==> config.mk <==
export PLATFORM = sky130hd
export DESIGN_NAME = muldiv_unit_flat
export DESIGN_NICKNAME = d
export VERILOG_FILES = /design/src/rtl/muldiv_if.sv /design/src/rtl/muldiv_unit.sv /design/src/flat_wrapper.sv
export SDC_FILE = /design/constraint.sdc
export NUM_CORES = 1
export LEC_CHECK = 0
export CAP_MARGIN = 10
export CORE_MARGIN = 2
export CORE_UTILIZATION = 58
export CTS_CLUSTER_DIAMETER = 200
export DETAILED_ROUTE_END_ITERATION = 16
export GPL_TIMING_DRIVEN = 0
export PLACE_DENSITY_LB_ADDON = 0.08
export SLEW_MARGIN = 20
export SYNTH_ARGS = -nofsm -noshare
export SYNTH_HDL_FRONTEND = slang
export SYNTH_SLANG_ARGS = --single-unit
==> constraint.sdc <==
create_clock -name clk -period 7.72 [get_ports clk]
set_input_delay 1.93 -clock clk [delete_from_list [all_inputs] [get_ports clk]]
set_output_delay 1.93 -clock clk [all_outputs]
set_load 0.01 [all_outputs]
==> src/rtl/muldiv_if.sv <==
// Request/result bundle between the EX stage and the iterative multiply/divide unit.
// Holds the op request, MTHI/MTLO writes, the HI/LO result and the unit's status.
interface muldiv_if #(
   parameter int WIDTH = 32
);
   // Handshake: start is a one-cycle request, taken only while busy is low and no
   // flush/hi_we/lo_we is present in the same cycle; busy is the inverse of ready,
   // and done pulses once when HI/LO take the new result.
   logic             start;
   logic [1:0]       op;
   logic [WIDTH-1:0] a;
   logic [WIDTH-1:0] b;
   logic             flush;
   logic             hi_we;
   logic             lo_we;
   logic [WIDTH-1:0] wdata;
   logic             busy;
   logic             done;
   logic             div_zero;
   logic [WIDTH-1:0] hi;
   logic [WIDTH-1:0] lo;
   logic [1:0]       state_dbg;

   modport master (
      output start, op, a, b, flush, hi_we, lo_we, wdata,
      input  busy, done, div_zero, hi, lo, state_dbg
   );

   modport slave (
      input  start, op, a, b, flush, hi_we, lo_we, wdata,
      output busy, done, div_zero, hi, lo, state_dbg
   );
endinterface

==> src/rtl/muldiv_unit.sv <==
// Radix-2 iterative MULT/MULTU/DIV/DIVU unit owning HI/LO; works on magnitudes
// and applies the sign correction in a final FIX cycle.
module muldiv_unit #(
   parameter int WIDTH = 32
) (
   input  logic     clk,
   input  logic     Reset,
   muldiv_if.slave  io
);
   localparam int CW = $clog2(WIDTH);

   typedef enum logic [1:0] {
      S_IDLE = 2'd0,
      S_RUN  = 2'd1,
      S_FIX  = 2'd2
   } state_t;

   state_t             state_q, state_d;
   logic [CW-1:0]      cnt_q, cnt_d;
   logic [2*WIDTH-1:0] acc_q, acc_d;
   logic [WIDTH-1:0]   opb_q, opb_d;
   logic               is_div_q, is_div_d;
   logic               neg_lo_q, neg_lo_d;
   logic               neg_hi_q, neg_hi_d;
   logic               dz_q, dz_d;
   logic [WIDTH-1:0]   hi_q, hi_d;
   logic [WIDTH-1:0]   lo_q, lo_d;
   logic               done_q, done_d;
   logic               div_zero_q, div_zero_d;

   logic               signed_op, a_neg, b_neg;
   logic [WIDTH-1:0]   a_mag, b_mag;
   logic [WIDTH:0]     mul_sum;
   logic [2*WIDTH-1:0] mul_next;
   logic [WIDTH:0]     div_trial;
   logic [2*WIDTH-1:0] div_next;
   logic [2*WIDTH-1:0] prod_fix;
   logic [WIDTH-1:0]   quot_fix, rem_fix;

   always_comb begin
      signed_op = ~io.op[0];
      a_neg     = signed_op & io.a[WIDTH-1];
      b_neg     = signed_op & io.b[WIDTH-1];
      a_mag     = a_neg ? -io.a : io.a;
      b_mag     = b_neg ? -io.b : io.b;

      // Multiply: add multiplicand into the upper half when the multiplier LSB is set, then shift right.
      mul_sum   = {1'b0, acc_q[2*WIDTH-1:WIDTH]} + (acc_q[0] ? {1'b0, opb_q} : '0);
      mul_next  = {mul_sum, acc_q[WIDTH-1:1]};

      // Divide: the shifted partial remainder needs WIDTH+1 bits; bit WIDTH of the trial is the borrow.
      div_trial = {acc_q[2*WIDTH-1:WIDTH], acc_q[WIDTH-1]} - {1'b0, opb_q};
      div_next  = div_trial[WIDTH] ? {acc_q[2*WIDTH-2:0], 1'b0}
                                   : {div_trial[WIDTH-1:0], acc_q[WIDTH-2:0], 1'b1};

      prod_fix  = neg_lo_q ? -acc_q : acc_q;
      quot_fix  = dz_q ? '1 : (neg_lo_q ? -acc_q[WIDTH-1:0] : acc_q[WIDTH-1:0]);
      rem_fix   = neg_hi_q ? -acc_q[2*WIDTH-1:WIDTH] : acc_q[2*WIDTH-1:WIDTH];
   end

   always_comb begin
      state_d    = state_q;
      cnt_d      = cnt_q;
      acc_d      = acc_q;
      opb_d      = opb_q;
      is_div_d   = is_div_q;
      neg_lo_d   = neg_lo_q;
      neg_hi_d   = neg_hi_q;
      dz_d       = dz_q;
      hi_d       = hi_q;
      lo_d       = lo_q;
      done_d     = 1'b0;
      div_zero_d = div_zero_q;

      case (state_q)
         S_IDLE: begin
            if (io.start) begin
               state_d    = S_RUN;
               cnt_d      = '0;
               is_div_d   = io.op[1];
               neg_lo_d   = a_neg ^ b_neg;
               neg_hi_d   = a_neg;
               dz_d       = io.op[1] & (io.b == '0);
               div_zero_d = 1'b0;
               acc_d      = {{WIDTH{1'b0}}, (io.op[1] ? a_mag : b_mag)};
               opb_d      = io.op[1] ? b_mag : a_mag;
            end
         end
         S_RUN: begin
            acc_d = is_div_q ? div_next : mul_next;
            cnt_d = cnt_q + 1'b1;
            if (cnt_q == CW'(WIDTH-1)) begin
               state_d = S_FIX;
               cnt_d   = '0;
            end
         end
         S_FIX: begin
            state_d    = S_IDLE;
            done_d     = 1'b1;
            div_zero_d = is_div_q & dz_q;
            hi_d       = is_div_q ? rem_fix  : prod_fix[2*WIDTH-1:WIDTH];
            lo_d       = is_div_q ? quot_fix : prod_fix[WIDTH-1:0];
         end
         default: state_d = S_IDLE;
      endcase

      // MTHI/MTLO win over a result write or a start and abort anything in flight.
      if (io.hi_we || io.lo_we) begin
         state_d    = S_IDLE;
         cnt_d      = '0;
         done_d     = 1'b0;
         div_zero_d = div_zero_q;
         hi_d       = io.hi_we ? io.wdata : hi_q;
         lo_d       = io.lo_we ? io.wdata : lo_q;
      end

      if (io.flush) begin
         state_d    = S_IDLE;
         cnt_d      = '0;
         done_d     = 1'b0;
         div_zero_d = div_zero_q;
         hi_d       = hi_q;
         lo_d       = lo_q;
      end
   end

   always_ff @(posedge clk or posedge Reset) begin
      if (Reset) begin
         state_q    <= S_IDLE;
         cnt_q      <= '0;
         acc_q      <= '0;
         opb_q      <= '0;
         is_div_q   <= 1'b0;
         neg_lo_q   <= 1'b0;
         neg_hi_q   <= 1'b0;
         dz_q       <= 1'b0;
         hi_q       <= '0;
         lo_q       <= '0;
         done_q     <= 1'b0;
         div_zero_q <= 1'b0;
      end else begin
         state_q    <= state_d;
         cnt_q      <= cnt_d;
         acc_q      <= acc_d;
         opb_q      <= opb_d;
         is_div_q   <= is_div_d;
         neg_lo_q   <= neg_lo_d;
         neg_hi_q   <= neg_hi_d;
         dz_q       <= dz_d;
         hi_q       <= hi_d;
         lo_q       <= lo_d;
         done_q     <= done_d;
         div_zero_q <= div_zero_d;
      end
   end

   assign io.busy      = (state_q != S_IDLE);
   assign io.done      = done_q;
   assign io.div_zero  = div_zero_q;
   assign io.hi        = hi_q;
   assign io.lo        = lo_q;
   assign io.state_dbg = state_q;
endmodule

==> src/flat_wrapper.sv <==
// flat-port wrapper written by rule: the top's interface ports become plain ports
module muldiv_unit_flat 
#(
   parameter int WIDTH = 32
)
  (clk, Reset, io_start, io_op, io_a, io_b, io_flush, io_hi_we, io_lo_we, io_wdata, io_busy, io_done, io_div_zero, io_hi, io_lo, io_state_dbg);
  muldiv_if #(.WIDTH(WIDTH)) io_i ();
  input  logic clk;
  input  logic Reset;
  input wire logic [$bits(io_i.start)-1:0] io_start;
  input wire logic [$bits(io_i.op)-1:0] io_op;
  input wire logic [$bits(io_i.a)-1:0] io_a;
  input wire logic [$bits(io_i.b)-1:0] io_b;
  input wire logic [$bits(io_i.flush)-1:0] io_flush;
  input wire logic [$bits(io_i.hi_we)-1:0] io_hi_we;
  input wire logic [$bits(io_i.lo_we)-1:0] io_lo_we;
  input wire logic [$bits(io_i.wdata)-1:0] io_wdata;
  output wire logic [$bits(io_i.busy)-1:0] io_busy;
  output wire logic [$bits(io_i.done)-1:0] io_done;
  output wire logic [$bits(io_i.div_zero)-1:0] io_div_zero;
  output wire logic [$bits(io_i.hi)-1:0] io_hi;
  output wire logic [$bits(io_i.lo)-1:0] io_lo;
  output wire logic [$bits(io_i.state_dbg)-1:0] io_state_dbg;
  assign io_i.start = io_start;
  assign io_i.op = io_op;
  assign io_i.a = io_a;
  assign io_i.b = io_b;
  assign io_i.flush = io_flush;
  assign io_i.hi_we = io_hi_we;
  assign io_i.lo_we = io_lo_we;
  assign io_i.wdata = io_wdata;
  assign io_busy = io_i.busy;
  assign io_done = io_i.done;
  assign io_div_zero = io_i.div_zero;
  assign io_hi = io_i.hi;
  assign io_lo = io_i.lo;
  assign io_state_dbg = io_i.state_dbg;
  muldiv_unit #(.WIDTH(WIDTH)) u_core (.clk(clk), .Reset(Reset), .io(io_i));
endmodule
==> results of run 1 <==
==> kinds of logic after synthesis <==
logic type | Yosys count | share of synthesized area
and+or+nand+nor | 585 | 0.1845
xor gates and xnor gates | 158 | 0.09424
AOI/OAI and AO/OA | 652 | 0.2733
adders and majority gates | 72 | 0.06237
DFF | 173 | 0.2948
muxes | 60 | 0.04116
buffers and inverters | 187 | 0.04959
==> power breakdown <==
group	total [mW]	internal, mW	switching [mW]
sequential	1.14	1.02	0.117
clock	0.920	0.483	0.437
combinational	1.16	0.484	0.678
==> routing by layer <==
metal	vias up	share of wire
met5	-	0
li1	7249	-
met2	998	0.44
met3	150	0.11
met1	7377	0.41
met4	0	0.050
==> cell usage in the layout, fill, tap and decap left out, types with 6 or more instances in the layout <==
master | synthesis | final
xnor2_1 | 93 | 93
o211ai_1 | 27 | 27
clkdlybuf4s50_1 | 0 | 171
a211oi_1 | 34 | 34
buf_1 | 14 | 14
a2111oi_0 | 6 | 6
clkbuf_1 | 96 | 96
mux2i_1 | 57 | 57
nand4_1 | 9 | 9
o21a_1 | 10 | 10
ha_1 | 70 | 70
a21oi_1 | 158 | 158
and3_1 | 13 | 13
a31oi_1 | 45 | 45
nand2b_1 | 20 | 20
nor3_1 | 35 | 35
or3_1 | 25 | 25
o41ai_1 | 12 | 12
a22oi_1 | 30 | 30
nor4_1 | 16 | 16
nor2b_1 | 17 | 17
or4_1 | 11 | 11
dfrtp_1 | 173 | 173
inv_1 | 71 | 70
xor2_1 | 65 | 65
o21bai_1 | 15 | 15
o31ai_1 | 22 | 21
clkbuf_16 | 0 | 17
o221ai_1 | 8 | 8
o22ai_1 | 35 | 35
o21ai_0 | 190 | 190
nand2_1 | 194 | 194
nor2_1 | 187 | 187
nand3_1 | 25 | 25
a21o_1 | 22 | 22
==> final cells by class <==
cell class                 instances  area share
inverter                          71     0.01568
clock buffer                      19     0.02591
buffer                           116     0.02642
tap                              330     0.02362
sequential                       173      0.2477
timing repair buffer             172     0.09951
multi-input combinational       1527      0.5514
clock inverter                    13    0.009736
==> registers in the layout, summed over array words and instances, names as in the netlist, 2 cells and up <==
signal	count
u_core.opb_q	32
u_core.io.hi	32
u_core.acc_q	64
u_core.io.state_dbg	2
u_core.io.lo	32
u_core.cnt_q	5
==> Yosys cell counts (25+ instances only) <==
| cell type | instances | area [um^2] |
|---|---|---|
| a211oi_1 | 34 | 255.2 |
| a21oi_1 | 158 | 790.8 |
| a22oi_1 | 30 | 225.2 |
| a31oi_1 | 45 | 281.5 |
| clkbuf_1 | 96 | 360.4 |
| dfrtp_1 | 173 | 4329 |
| ha_1 | 70 | 875.8 |
| inv_1 | 71 | 266.5 |
| mux2i_1 | 57 | 570.6 |
| nand2_1 | 194 | 728.2 |
| nand3_1 | 25 | 125.1 |
| nor2_1 | 187 | 701.9 |
| nor3_1 | 35 | 175.2 |
| o211ai_1 | 27 | 202.7 |
| o21ai_0 | 190 | 950.9 |
| o22ai_1 | 35 | 219.0 |
| or3_1 | 25 | 156.4 |
| xnor2_1 | 93 | 814.5 |
| xor2_1 | 65 | 569.3 |
==> worst reg2reg max path: cells and delay by family (launching register included) <==
kind / cells / cell delay [ps]
DFF: 1 / 500
and+or+nand+nor: 2 / 320
AOI/OAI and AO/OA: 6 / 2610
buffers and inverters: 3 / 1520
xor gates and xnor gates: 1 / 630
adders and majority gates: 1 / 320
==> worst paths after layout <==
path | endpoint
min in group asynchronous | u_core.io.lo[9]
min reg2reg | u_core.opb_q[7]
max reg2reg | u_core.acc_q[32]
max in group asynchronous | u_core.acc_q[57]
max | u_core.acc_q[32]
min | u_core.opb_q[7]
==> flow_summary_export.csv, run 1 <==
group,metric,value,unit
outcome,status,"complete, no violations",
clock_network,cts_setup_buffers,0,
place,globalplace.congestion,1.011,
clock_network,cts_sinks,173,
sta,skew,16.45,ps
global_routing,grt_use_met1,0.5442,
global_routing,antenna_found_initial,0,
synth,yosysWarnings,0,
routing,drt-total-wl,53.58,mm
synth,synthArstFlopShare,1.000,
clock_network,cts-root-buf,"clkbuf_16",
sta,fmax,164.9,MHz
layout,nNetsFinal,2254,
sta,worst_hold_slack,482.7,ps
worst_setup_path,critPathLaunch,"u_core.acc_q[42]",
place,dp_hpwl,42.10,mm
clock_network,ctsHoldBuffers,0,
clock_network,clkTransAtPathRegs,80,ps
floorplan,io_pins,173,
layout,post-route-util,0.6981,
worst_setup_path,max_stage_delay,1070,ps
run,cap_violations,0,
routing,ant_nets,0,
place,dp_worst_setup_slack,2116,ps
sta,rsz0062_at_grt,"false",
sta,hold_viol_final,0,
worst_setup_path,crit_top_cell,"clkbuf_1",
routing,drt_iter0_markers,2064,
routing,drcViolationCount,0,
place,place_area,16840,um^2
routing,vias,15770,
worst_hold_path,min_path_cells,1,
clock_network,cts_buffers,17,
place,io_buffers,171,
sta,relSlewSlack,0.09041,
worst_setup_path,arrival,6360,ps
worst_setup_path,crit_type,"reg -> reg",
synth,synth_cell_types,68,
worst_setup_path,path_buf_inv,3,
worst_setup_path,worstPathMaxFanout,10,
sta,fin_crit,6063,ps
worst_setup_path,crit_path_start_kind,"flop",
global_routing,grt_pass1_vias,14550,
synth,synth_nets,2063,
clock_network,ctsResizeCount,0,
routing,viasPerCell,6.515,
synth,synthFlopType,"dfrtp_1",
global_routing,grt_busiest_layer,"met2",
place,dp.cells,2389,
floorplan,chipHeight,163.1,um
synth,synth-seq-cells,173,
sta,fin_ws,1657,ps
synth,synth_area_per_cell,7.782,um^2
worst_setup_path,ff2ff_path_depth,13,
power_and_ir_drop,power_leakage,7.203,nW
clock_network,cts_tree,"built",
synth,syn_inst,1887,
synth,synth_edf_count,0,
worst_setup_path,cp.depth,13,
floorplan,dieArea,26610,um^2
routing,wl_per_cell,22.13,um
worst_setup_path,end_kind,"flop",
floorplan,core,25040,um^2
worst_hold_path,hold_class,"reg -> reg",
global_routing,grt_pass1_wl,81.53,mm
layout,stdcell_area,17480,um^2
clock_network,htree_levels,4,
worst_setup_path,required,8020,ps
layout,multi_input_area,9638,um^2
global_routing,overflow,0,
floorplan,floorplan.initialDensity,0.5865,
global_routing,grt_max_degree,93,
layout,final_cells,2421,
floorplan,fp.dieW,163.1,um
layout,nFillCells,2106,
clock_network,clockBufferDepth,2,
layout,antennaDiodeCount,0,
sta,fin_tns_setup,0,ps
synth,syn_area,14680,um^2
power_and_ir_drop,ir_worst_vdd,0.0001409,V
power_and_ir_drop,power_density,184.2,nW/um^2
worst_setup_path,r2r_slack,1660,ps
worst_setup_path,reg2reg_from,"u_core.acc_q[42]",
global_routing,grt_usage,0.3981,
worst_setup_path,crit_family,"compound AO/OA/AOI/OAI gates",
layout,seq_area,4329,um^2
layout,drive_gt1_frac,0.02917,
routing,dr.pass1.iters,6,
clock_network,clk_latency,460,ps
global_routing,use_met3,0.06831,
layout,synthToLayoutAreaGrowth,19.03,%
power_and_ir_drop,total_power,3.219,mW
worst_setup_path,cp_slowest_cell,"a2111oi_0",
floorplan,rows,58,
sta,final-max-slew-violation-count,0,
sta,tightest_slew,1330,ps
global_routing,met2_usage,0.6175,
worst_setup_path,crit_chain,"ha_1, clkbuf_1, nand4_1, a2111oi_0, o21ai_0, a211oi_1, o21ai_0, xnor2_1, clkbuf_1, clkbuf_1, nand2_1, o211ai_1, o221ai_1",
synth,synth-seq-area-share,0.2948,
sta,period_share,0.7854,
sta,finalSetupViolCount,0,
worst_hold_path,hold_start,"u_core.opb_q[7]",
Power figures use the tool's default switching activity.
==> run 2, diff against run 1 <==
--- a/config.mk
+++ b/config.mk
@@ -7,7 +7,7 @@
 export LEC_CHECK = 0
 export CAP_MARGIN = 10
 export CORE_MARGIN = 2
-export CORE_UTILIZATION = 58
+export CORE_UTILIZATION = 52
 export CTS_CLUSTER_DIAMETER = 200
 export DETAILED_ROUTE_END_ITERATION = 16
 export GPL_TIMING_DRIVEN = 0
==> constraint.sdc (replaced) <==
create_clock -name clk -period 5 [get_ports clk]
set_input_delay 1.25 -clock clk [delete_from_list [all_inputs] [get_ports clk]]
set_output_delay 1.25 -clock clk [all_outputs]
set_load 0.01 [all_outputs]
==> run 2 against run 1 <==
  * Maximum frequency grew 23%
  * Sequential cell count did not move
  * Critical path depth did not move
  * Clock-buffer cell count shrank 2
  * Die area is 11% higher
  * Non-clock buffer count increased by 3
  * Clock power increased by 49%
  * Global-route usage is 3.6 points lower
  * Register-to-register slack worse by 1600 ps
  * Total power rose by 53%
  * First-iteration DRC count fell by 11%
  * Worst setup slack lost 1600 ps
  * Critical path type unchanged
  * Largest cell class unchanged
==> flow_summary_export.csv, run 2 (synthesized netlist as in run 1, its figures left out) <==
group,metric,value,unit
global_routing,grt_pass1_vias,14150,
floorplan,rows,61,
sta,fin_crit,4949,ps
routing,drcViolationCount,0,
clock_network,cts_setup_buffers,0,
worst_hold_path,hold_start,"u_core.io.lo[28]",
sta,fmax,202.1,MHz
floorplan,floorplan.initialDensity,0.5286,
layout,stdcell_area,17590,um^2
routing,ant_nets,0,
layout,antennaDiodeCount,0,
outcome,status,"complete, no violations",
worst_setup_path,reg2reg_from,"u_core.acc_q[0]",
worst_setup_path,max_stage_delay,750,ps
sta,period_share,0.9898,
floorplan,dieArea,29600,um^2
clock_network,cts-root-buf,"clkbuf_16",
place,globalplace.congestion,1.025,
floorplan,fp.dieW,172.0,um
sta,relSlewSlack,0.3755,
worst_setup_path,worstPathMaxFanout,13,
layout,largest_register_ffs,64,
floorplan,chipHeight,172.0,um
clock_network,cts_buffers,17,
routing,dr.pass1.iters,6,
power_and_ir_drop,total_power,4.920,mW
routing,viasPerCell,6.306,
worst_setup_path,arrival,5260,ps
layout,most-common-layout-cells,"nand2_1 (194), o21ai_0 (190), nor2_1 (187)",
layout,drive_gt1_frac,0.03200,
sta,rsz0062_at_grt,"false",
worst_setup_path,crit_chain,"inv_1, clkbuf_1, nor2_1, ha_1, o211ai_1, a21o_1, a2111oi_1, o2111ai_1, a21oi_1, a221oi_1, o21ai_0, xnor2_1, o221ai_1",
place,dp_hpwl,42.84,mm
floorplan,core,27780,um^2
global_routing,grt_pass1_wl,81.36,mm
clock_network,ctsHoldBuffers,0,
worst_setup_path,required,5310,ps
global_routing,overflow,0,
place,place_area,16990,um^2
clock_network,htree_levels,4,
worst_hold_path,hold_class,"reg -> reg",
sta,fin_ws,51.05,ps
clock_network,clockBufferDepth,2,
clock_network,cts_tree,"built",
routing,vias,15590,
floorplan,io_pins,173,
clock_network,cts_sinks,173,
place,dp_worst_setup_slack,11.39,ps
layout,top_register,"u_core.acc_q",
sta,final-max-slew-violation-count,0,
power_and_ir_drop,ir_worst_vdd,0.0001878,V
sta,fin_tns_setup,0,ps
sta,tightest_slew,928.9,ps
power_and_ir_drop,power_leakage,7.232,nW
power_and_ir_drop,power_density,279.6,nW/um^2
worst_setup_path,critPathLaunch,"u_core.acc_q[0]",
sta,finalSetupViolCount,0,
global_routing,grt_max_degree,35,
worst_setup_path,crit_path_start_kind,"flop",
global_routing,grt_usage,0.3619,
routing,drt_iter0_markers,1840,
sta,skew,17.95,ps
worst_setup_path,cp_slowest_cell,"a2111oi_1",
clock_network,clk_latency,460,ps
layout,post-route-util,0.6333,
layout,nNetsFinal,2257,
worst_setup_path,crit_type,"reg -> reg",
run,cap_violations,0,
worst_setup_path,end_kind,"flop",
layout,mostFrequentLayoutCell,"nand2_1",
sta,hold_viol_final,0,
layout,synthToLayoutAreaGrowth,19.81,%
place,io_buffers,171,
routing,wl_per_cell,21.83,um
global_routing,antenna_found_initial,0,
clock_network,clkTransAtPathRegs,70,ps
routing,drt-total-wl,53.96,mm
==> run 2: worst paths after layout <==
| check | to | slack [ps] | cells after the start |
|---|---|---|---|
| setup / recovery | u_core.acc_q[61] | 50 | 13 |
| hold / removal | u_core.io.lo[28] | 480 | 2 |
| setup reg to reg | u_core.acc_q[61] | 50 | 13 |
| hold reg to reg | u_core.io.lo[28] | 480 | 2 |
| max in group asynchronous | u_core.acc_q[60] | 2730 | 5 |
| min in group asynchronous | u_core.io.lo[16] | 1240 | 2 |
==> run 2: layout make-up <==
class                   instances  area [um^2]
fillers                      2545        10190
multi-input cells            1527         9649
flip-flops and latches        173         4329
repair buffers                176         1819
well taps                     378        473.0
plain buffers                 115        459.2
clock buffers                  17        425.4
inverters                      71        270.3
clock inverters                15        167.7
==> run 2: report_power, final <==
group	internal (mW)	switching [mW]	total, mW
Combinational	0.753	1.04	1.79
Clock	0.674	0.698	1.37
Sequential	1.57	0.183	1.76
Total	3.00	1.92	4.92
==> run 2: metal layers <==
layer	vias up	share of wire	wire length, um	track usage
met3	91	0.086	4634	0.03960
met2	824	0.43	23270	0.5525
met5	-	0	0	0
met1	7392	0.44	23510	0.5162
met4	0	0.047	2539	0.1648
li1	7282	-	-	-
==> run 2: per-stage QoR <==
step	hold WS, ps	std cells
2_1_floorplan	449.7	1887
3_3_place_gp	463.5	2436
3_5_place_dp	471.8	2441
4_1_cts	489.9	2472
5_1_grt	497.1	2472
6_report	484.5	2472
==> run 2: worst max-delay path, delay by kind of cell, from the launching register on <==
family / cells / cell delay (ps)
compound gates: 8 / 2540
buf+inv: 2 / 1090
flops: 1 / 550
fa+ha+maj: 1 / 380
xor+xnor: 1 / 150
simple gates: 1 / 90
==> run 2: repair_timing <==
action	CTS	global route
resized for setup	0	5
setup endpoints to repair	1	10
gates cloned	0	0
==> run 3, diff against run 2 <==
--- a/config.mk
+++ b/config.mk
@@ -12,6 +12,7 @@
 export DETAILED_ROUTE_END_ITERATION = 16
 export GPL_TIMING_DRIVEN = 0
 export PLACE_DENSITY_LB_ADDON = 0.08
+export SKIP_LAST_GASP = 1
 export SLEW_MARGIN = 20
 export SYNTH_ARGS = -nofsm -noshare
 export SYNTH_HDL_FRONTEND = slang
==> run 3 against run 2 <==
  * Clock skew shrank 1.3 ps
  * Clock power is essentially flat
  * Non-clock buffer count is the same
  * Critical path type unchanged
==> flow_summary_export.csv, run 3 (synthesized netlist as in run 1, its figures left out) <==
group,metric,value,unit
clock_network,cts-root-buf,"clkbuf_16",
layout,most-common-layout-cells,"nand2_1 (194), o21ai_0 (190), nor2_1 (187)",
run,cap_violations,0,
sta,period_share,0.9827,
routing,drt_iter0_markers,1795,
clock_network,htree_levels,4,
worst_setup_path,crit_path_start_kind,"flop",
clock_network,cts_tree,"built",
layout,nFillCells,2546,
sta,fmax,203.5,MHz
floorplan,fp.dieW,172.0,um
worst_setup_path,crit_chain,"inv_1, clkbuf_1, nor2_1, ha_1, o211ai_1, a21o_1, a2111oi_1, o2111ai_1, a21oi_1, a221oi_1, o21ai_0, xnor2_1, o221ai_1",
global_routing,grt_pass1_vias,14150,
worst_setup_path,crit_family,"compound AO/OA/AOI/OAI gates",
worst_hold_path,hold_class,"reg -> reg",
clock_network,cts_sinks,173,
worst_setup_path,path_buf_inv,2,
floorplan,dieArea,29600,um^2
layout,nNetsFinal,2257,
clock_network,clkTransAtPathRegs,70,ps
global_routing,antenna_found_initial,0,
clock_network,clk_latency,460,ps
routing,drt-total-wl,53.92,mm
floorplan,chipHeight,172.0,um
worst_setup_path,worstPathMaxFanout,13,
floorplan,floorplan.initialDensity,0.5286,
worst_setup_path,cp.depth,13,
floorplan,io_pins,173,
sta,final-max-slew-violation-count,0,
layout,largest_register_ffs,64,
sta,skew,16.68,ps
clock_network,clockBufferDepth,2,
worst_setup_path,arrival,5220,ps
sta,worst_hold_slack,485.3,ps
sta,relSlewSlack,0.3721,
place,dp_hpwl,42.84,mm
layout,drive_gt1_frac,0.03200,
place,globalplace.congestion,1.025,
power_and_ir_drop,power_density,279.6,nW/um^2
sta,fin_crit,4914,ps
routing,wl_per_cell,21.81,um
global_routing,overflow,0,
power_and_ir_drop,power_leakage,7.232,nW
layout,mostFrequentLayoutCell,"nand2_1",
worst_setup_path,end_kind,"flop",
clock_network,cts_setup_buffers,0,
layout,top_register,"u_core.acc_q",
worst_setup_path,required,5300,ps
sta,fin_tns_setup,0,ps
layout,antennaDiodeCount,0,
power_and_ir_drop,ir_worst_vdd,0.0001890,V
routing,dr.pass1.iters,6,
layout,stdcell_area,17590,um^2
worst_setup_path,ff2ff_path_depth,13,
floorplan,core,27780,um^2
worst_setup_path,cp_slowest_cell,"a2111oi_1",
global_routing,grt_pass1_wl,81.36,mm
place,dp.cells,2441,
sta,hold_viol_final,0,
routing,viasPerCell,6.314,
outcome,status,"complete, no violations",
worst_hold_path,min_path_cells,2,
place,io_buffers,171,
sta,tightest_slew,933.9,ps
routing,drcViolationCount,0,
layout,final_cells,2472,
worst_setup_path,max_stage_delay,750,ps
global_routing,grt_usage,0.3619,
sta,finalSetupViolCount,0,
sta,rsz0062_at_grt,"true",
global_routing,grt_max_degree,35,
routing,ant_nets,0,
clock_network,cts_buffers,17,
routing,vias,15610,
worst_setup_path,crit_type,"reg -> reg",
floorplan,rows,61,
place,place_area,16990,um^2
layout,synthToLayoutAreaGrowth,19.80,%
run 3: power breakdown:
part	switching [mW]	total (mW)	internal, mW
sequential	0.183	1.76	1.57
combinational	1.04	1.79	0.753
clock	0.698	1.37	0.675
total	1.92	4.92	3.00
run 3: final timing paths:
kind	to	slack, ps	startpoint
setup / recovery	u_core.acc_q[61]	90	u_core.acc_q[0]
hold / removal	u_core.io.lo[28]	490	u_core.io.lo[28]
setup reg to reg	u_core.acc_q[61]	90	u_core.acc_q[0]
hold reg to reg	u_core.io.lo[28]	490	u_core.io.lo[28]
max in group asynchronous	u_core.acc_q[60]	2720	Reset
min in group asynchronous	u_core.io.lo[16]	1250	Reset
run 3: timing repair:
| item | 4_1_cts | 5_1_grt |
|---|---|---|
| setup endpoints to repair | 1 | 10 |
| resized for setup | 0 | 4 |
| hold buffers | 0 | 0 |
run 3: metrics by stage:
stage	setup slack (ps)	power, mW	utilization
floorplan	1145	2.824	-
global placement	9.422	3.491	0.6073
detailed placement	11.39	3.531	0.6114
CTS	8.243	4.886	0.6326
global route	-44.21	5.149	0.6332
finish	86.27	4.919	0.6332
run 3: final cells by class:
cell class / instances / area (um^2) / area share
Timing Repair Buffer: 176 / 1819 / 0.1034
Inverter: 71 / 270.3 / 0.01536
Multi-Input combinational cell: 1527 / 9648 / 0.5484
Clock buffer: 17 / 425.4 / 0.02418
Clock inverter: 15 / 167.7 / 0.009531
Buffer: 115 / 459.2 / 0.02610
Sequential cell: 173 / 4329 / 0.2461
Tap cell: 378 / 473.0 / 0.02688
run 3: metal layers:
layer / vias to the layer above / share of wire / track usage
li1: 7276 / - / -
met5: - / 0 / 0
met3: 99 / 0.089 / 0.03960
met2: 840 / 0.43 / 0.5525
met4: 0 / 0.046 / 0.1648
met1: 7393 / 0.43 / 0.5162
run 3: worst min-delay path: stages, from the launching register on:
cell	delay, ps
dfrtp_1	350
nand2_1	40
o21ai_0	60
==> RTL change, RTL diff (flow settings as in run 2) <==
`WIDTH` is set to 32 in 3 places; all go to 16.
--- a/src/rtl/muldiv_if.sv
+++ b/src/rtl/muldiv_if.sv
@@ -2,5 +2,5 @@
 // Holds the op request, MTHI/MTLO writes, the HI/LO result and the unit's status.
 interface muldiv_if #(
-   parameter int WIDTH = 32
+   parameter int WIDTH = 16
 );
    // Handshake: start is a one-cycle request, taken only while busy is low and no
--- a/src/rtl/muldiv_unit.sv
+++ b/src/rtl/muldiv_unit.sv
@@ -2,5 +2,5 @@
 // and applies the sign correction in a final FIX cycle.
 module muldiv_unit #(
-   parameter int WIDTH = 32
+   parameter int WIDTH = 16
 ) (
    input  logic     clk,
--- a/src/flat_wrapper.sv
+++ b/src/flat_wrapper.sv
@@ -2,5 +2,5 @@
 module muldiv_unit_flat 
 #(
-   parameter int WIDTH = 32
+   parameter int WIDTH = 16
 )
   (clk, Reset, io_start, io_op, io_a, io_b, io_flush, io_hi_we, io_lo_we, io_wdata, io_busy, io_done, io_div_zero, io_hi, io_lo, io_state_dbg);
Ports: changed (5 resized); port bits go from 173 to 93. The function was not compared with the original's and may differ.
==> RTL change against run 2 <==
Final area decreased by 49%. Worst setup slack improved by 1.5 ns. Synthesized area decreased by 49%. Critical path depth decreased by 3. Total power decreased by 46%. Synthesized cell count decreased by 51%. Sequential cell count decreased by 81. Routed wire length decreased by 58%. Critical path type is now in2reg. Critical endpoint is now u_core.opb_q[12]$_DFFE_PP0P_. Largest cell class unchanged. Largest power group unchanged.
==> RTL change: results (changes against run 2) <==
status completed; Post-Route Skew 0.00451 ns (-0.0134 ns); Crit path largest cell delay 0.50 ns (-0.25 ns); final wirelength 22400 µm (-58%); worst slew pin tran 0.897 ns (-0.0321 ns); synth top area cells dfrtp_1 31%, xnor2_1 6.5%, o21ai_0 6.3%; reg2reg end u_core.acc_q[29]$_DFFE_PP0P_; max FFs per register 32 (-50%); CTS Buf Count 9 (-8); CP delay by family, top simple AND/OR/NAND/NOR gates; Max stage delay cell, worst path clkdlybuf4s50_1; VDD IR-drop max 0.000203 V (+7.9%); R2R depth 11 (-2); final std cells w/o fill 1217 (-51%); Arr. time, crit path 3.74 ns (-1.52 ns); nets 1127 (-50%); vias in the first global route 6718 (-53%); Initial DRC Count 752 (-59%); # H-tree levels 3 (-1); Avg Cell Area, Syn 8.08 µm² (+3.8%); GP Congestion 0.931 (-9.1%); vias per cell 5.99 (-5.1%); GRT Util Overall 0.300 (-0.0623); fillcell total 1235 (-51%); crit path from io_a[0]; Seq/Total Area, Yosys 0.307 (+0.0120); Lkg Pwr 3.83 nW (-47%); HPWL after DPL 17500 µm (-59%); top cells by count, synth 112 x nand2_1, 95 x o21ai_0, 92 x dfrtp_1; clk_lat worst skew 0.36 ns (-0.10 ns); largest net degree at the start of global routing 60 (+71%)
-- RTL change: logic make-up (layout without fill, tap and decap cells) --
kind of cell / Yosys count / count (layout) / share of synthesized area
xor+xnor: 77 / 77 / 0.0899
flops: 92 / 92 / 0.307
compound gates: 284 / 284 / 0.231
fa+ha+maj: 39 / 39 / 0.0670
simple gates: 307 / 307 / 0.194
mux: 51 / 51 / 0.0700
buf+inv: 79 / 187 / 0.0417
-- RTL change: layer usage --
layer  vias to the layer above  part of all wire  global-route usage
met5                         -                 0                   0
met4                         0             0.034               0.117
met3                        46             0.071              0.0362
met2                       293              0.46               0.494
met1                      3418              0.44               0.401
li1                       3528                 -                   -
-- RTL change: cell type report --
cell class              count  area [µm²]  area share
plain buffers              46         189      0.0210
clock buffers              10         229      0.0255
clock inverters             6        93.8      0.0104
inverters                  33         129      0.0143
multi-input cells         758        4890       0.543
flip-flops and latches     92        2300       0.256
well taps                 180         225      0.0250
repair buffers             92         938       0.104
-- RTL change: metrics by stage --
step | setup slack (ns) | utilization | TNS (ns) | hold slack, ns | power (mW)
3_3_place_gp | -0.0838 | 0.618 | -6.74 | 0.461 | 1.87
5_1_grt | 1.33 | 0.643 | 0 | 0.514 | 2.80
6_report | 1.51 | 0.643 | 0 | 0.477 | 2.66
2_1_floorplan | 1.36 | - | 0 | 0.446 | 1.55
3_5_place_dp | 1.16 | 0.620 | 0 | 0.468 | 1.89
4_1_cts | 1.52 | 0.643 | 0 | 0.486 | 2.65
-- RTL change: where the power goes --
group | leakage, nW | switching (mW) | internal [mW]
Clock | 0.154 | 0.323 | 0.444
Combinational | 2.51 | 0.528 | 0.435
Sequential | 1.17 | 0.0877 | 0.837
Total | 3.83 | 0.939 | 1.72
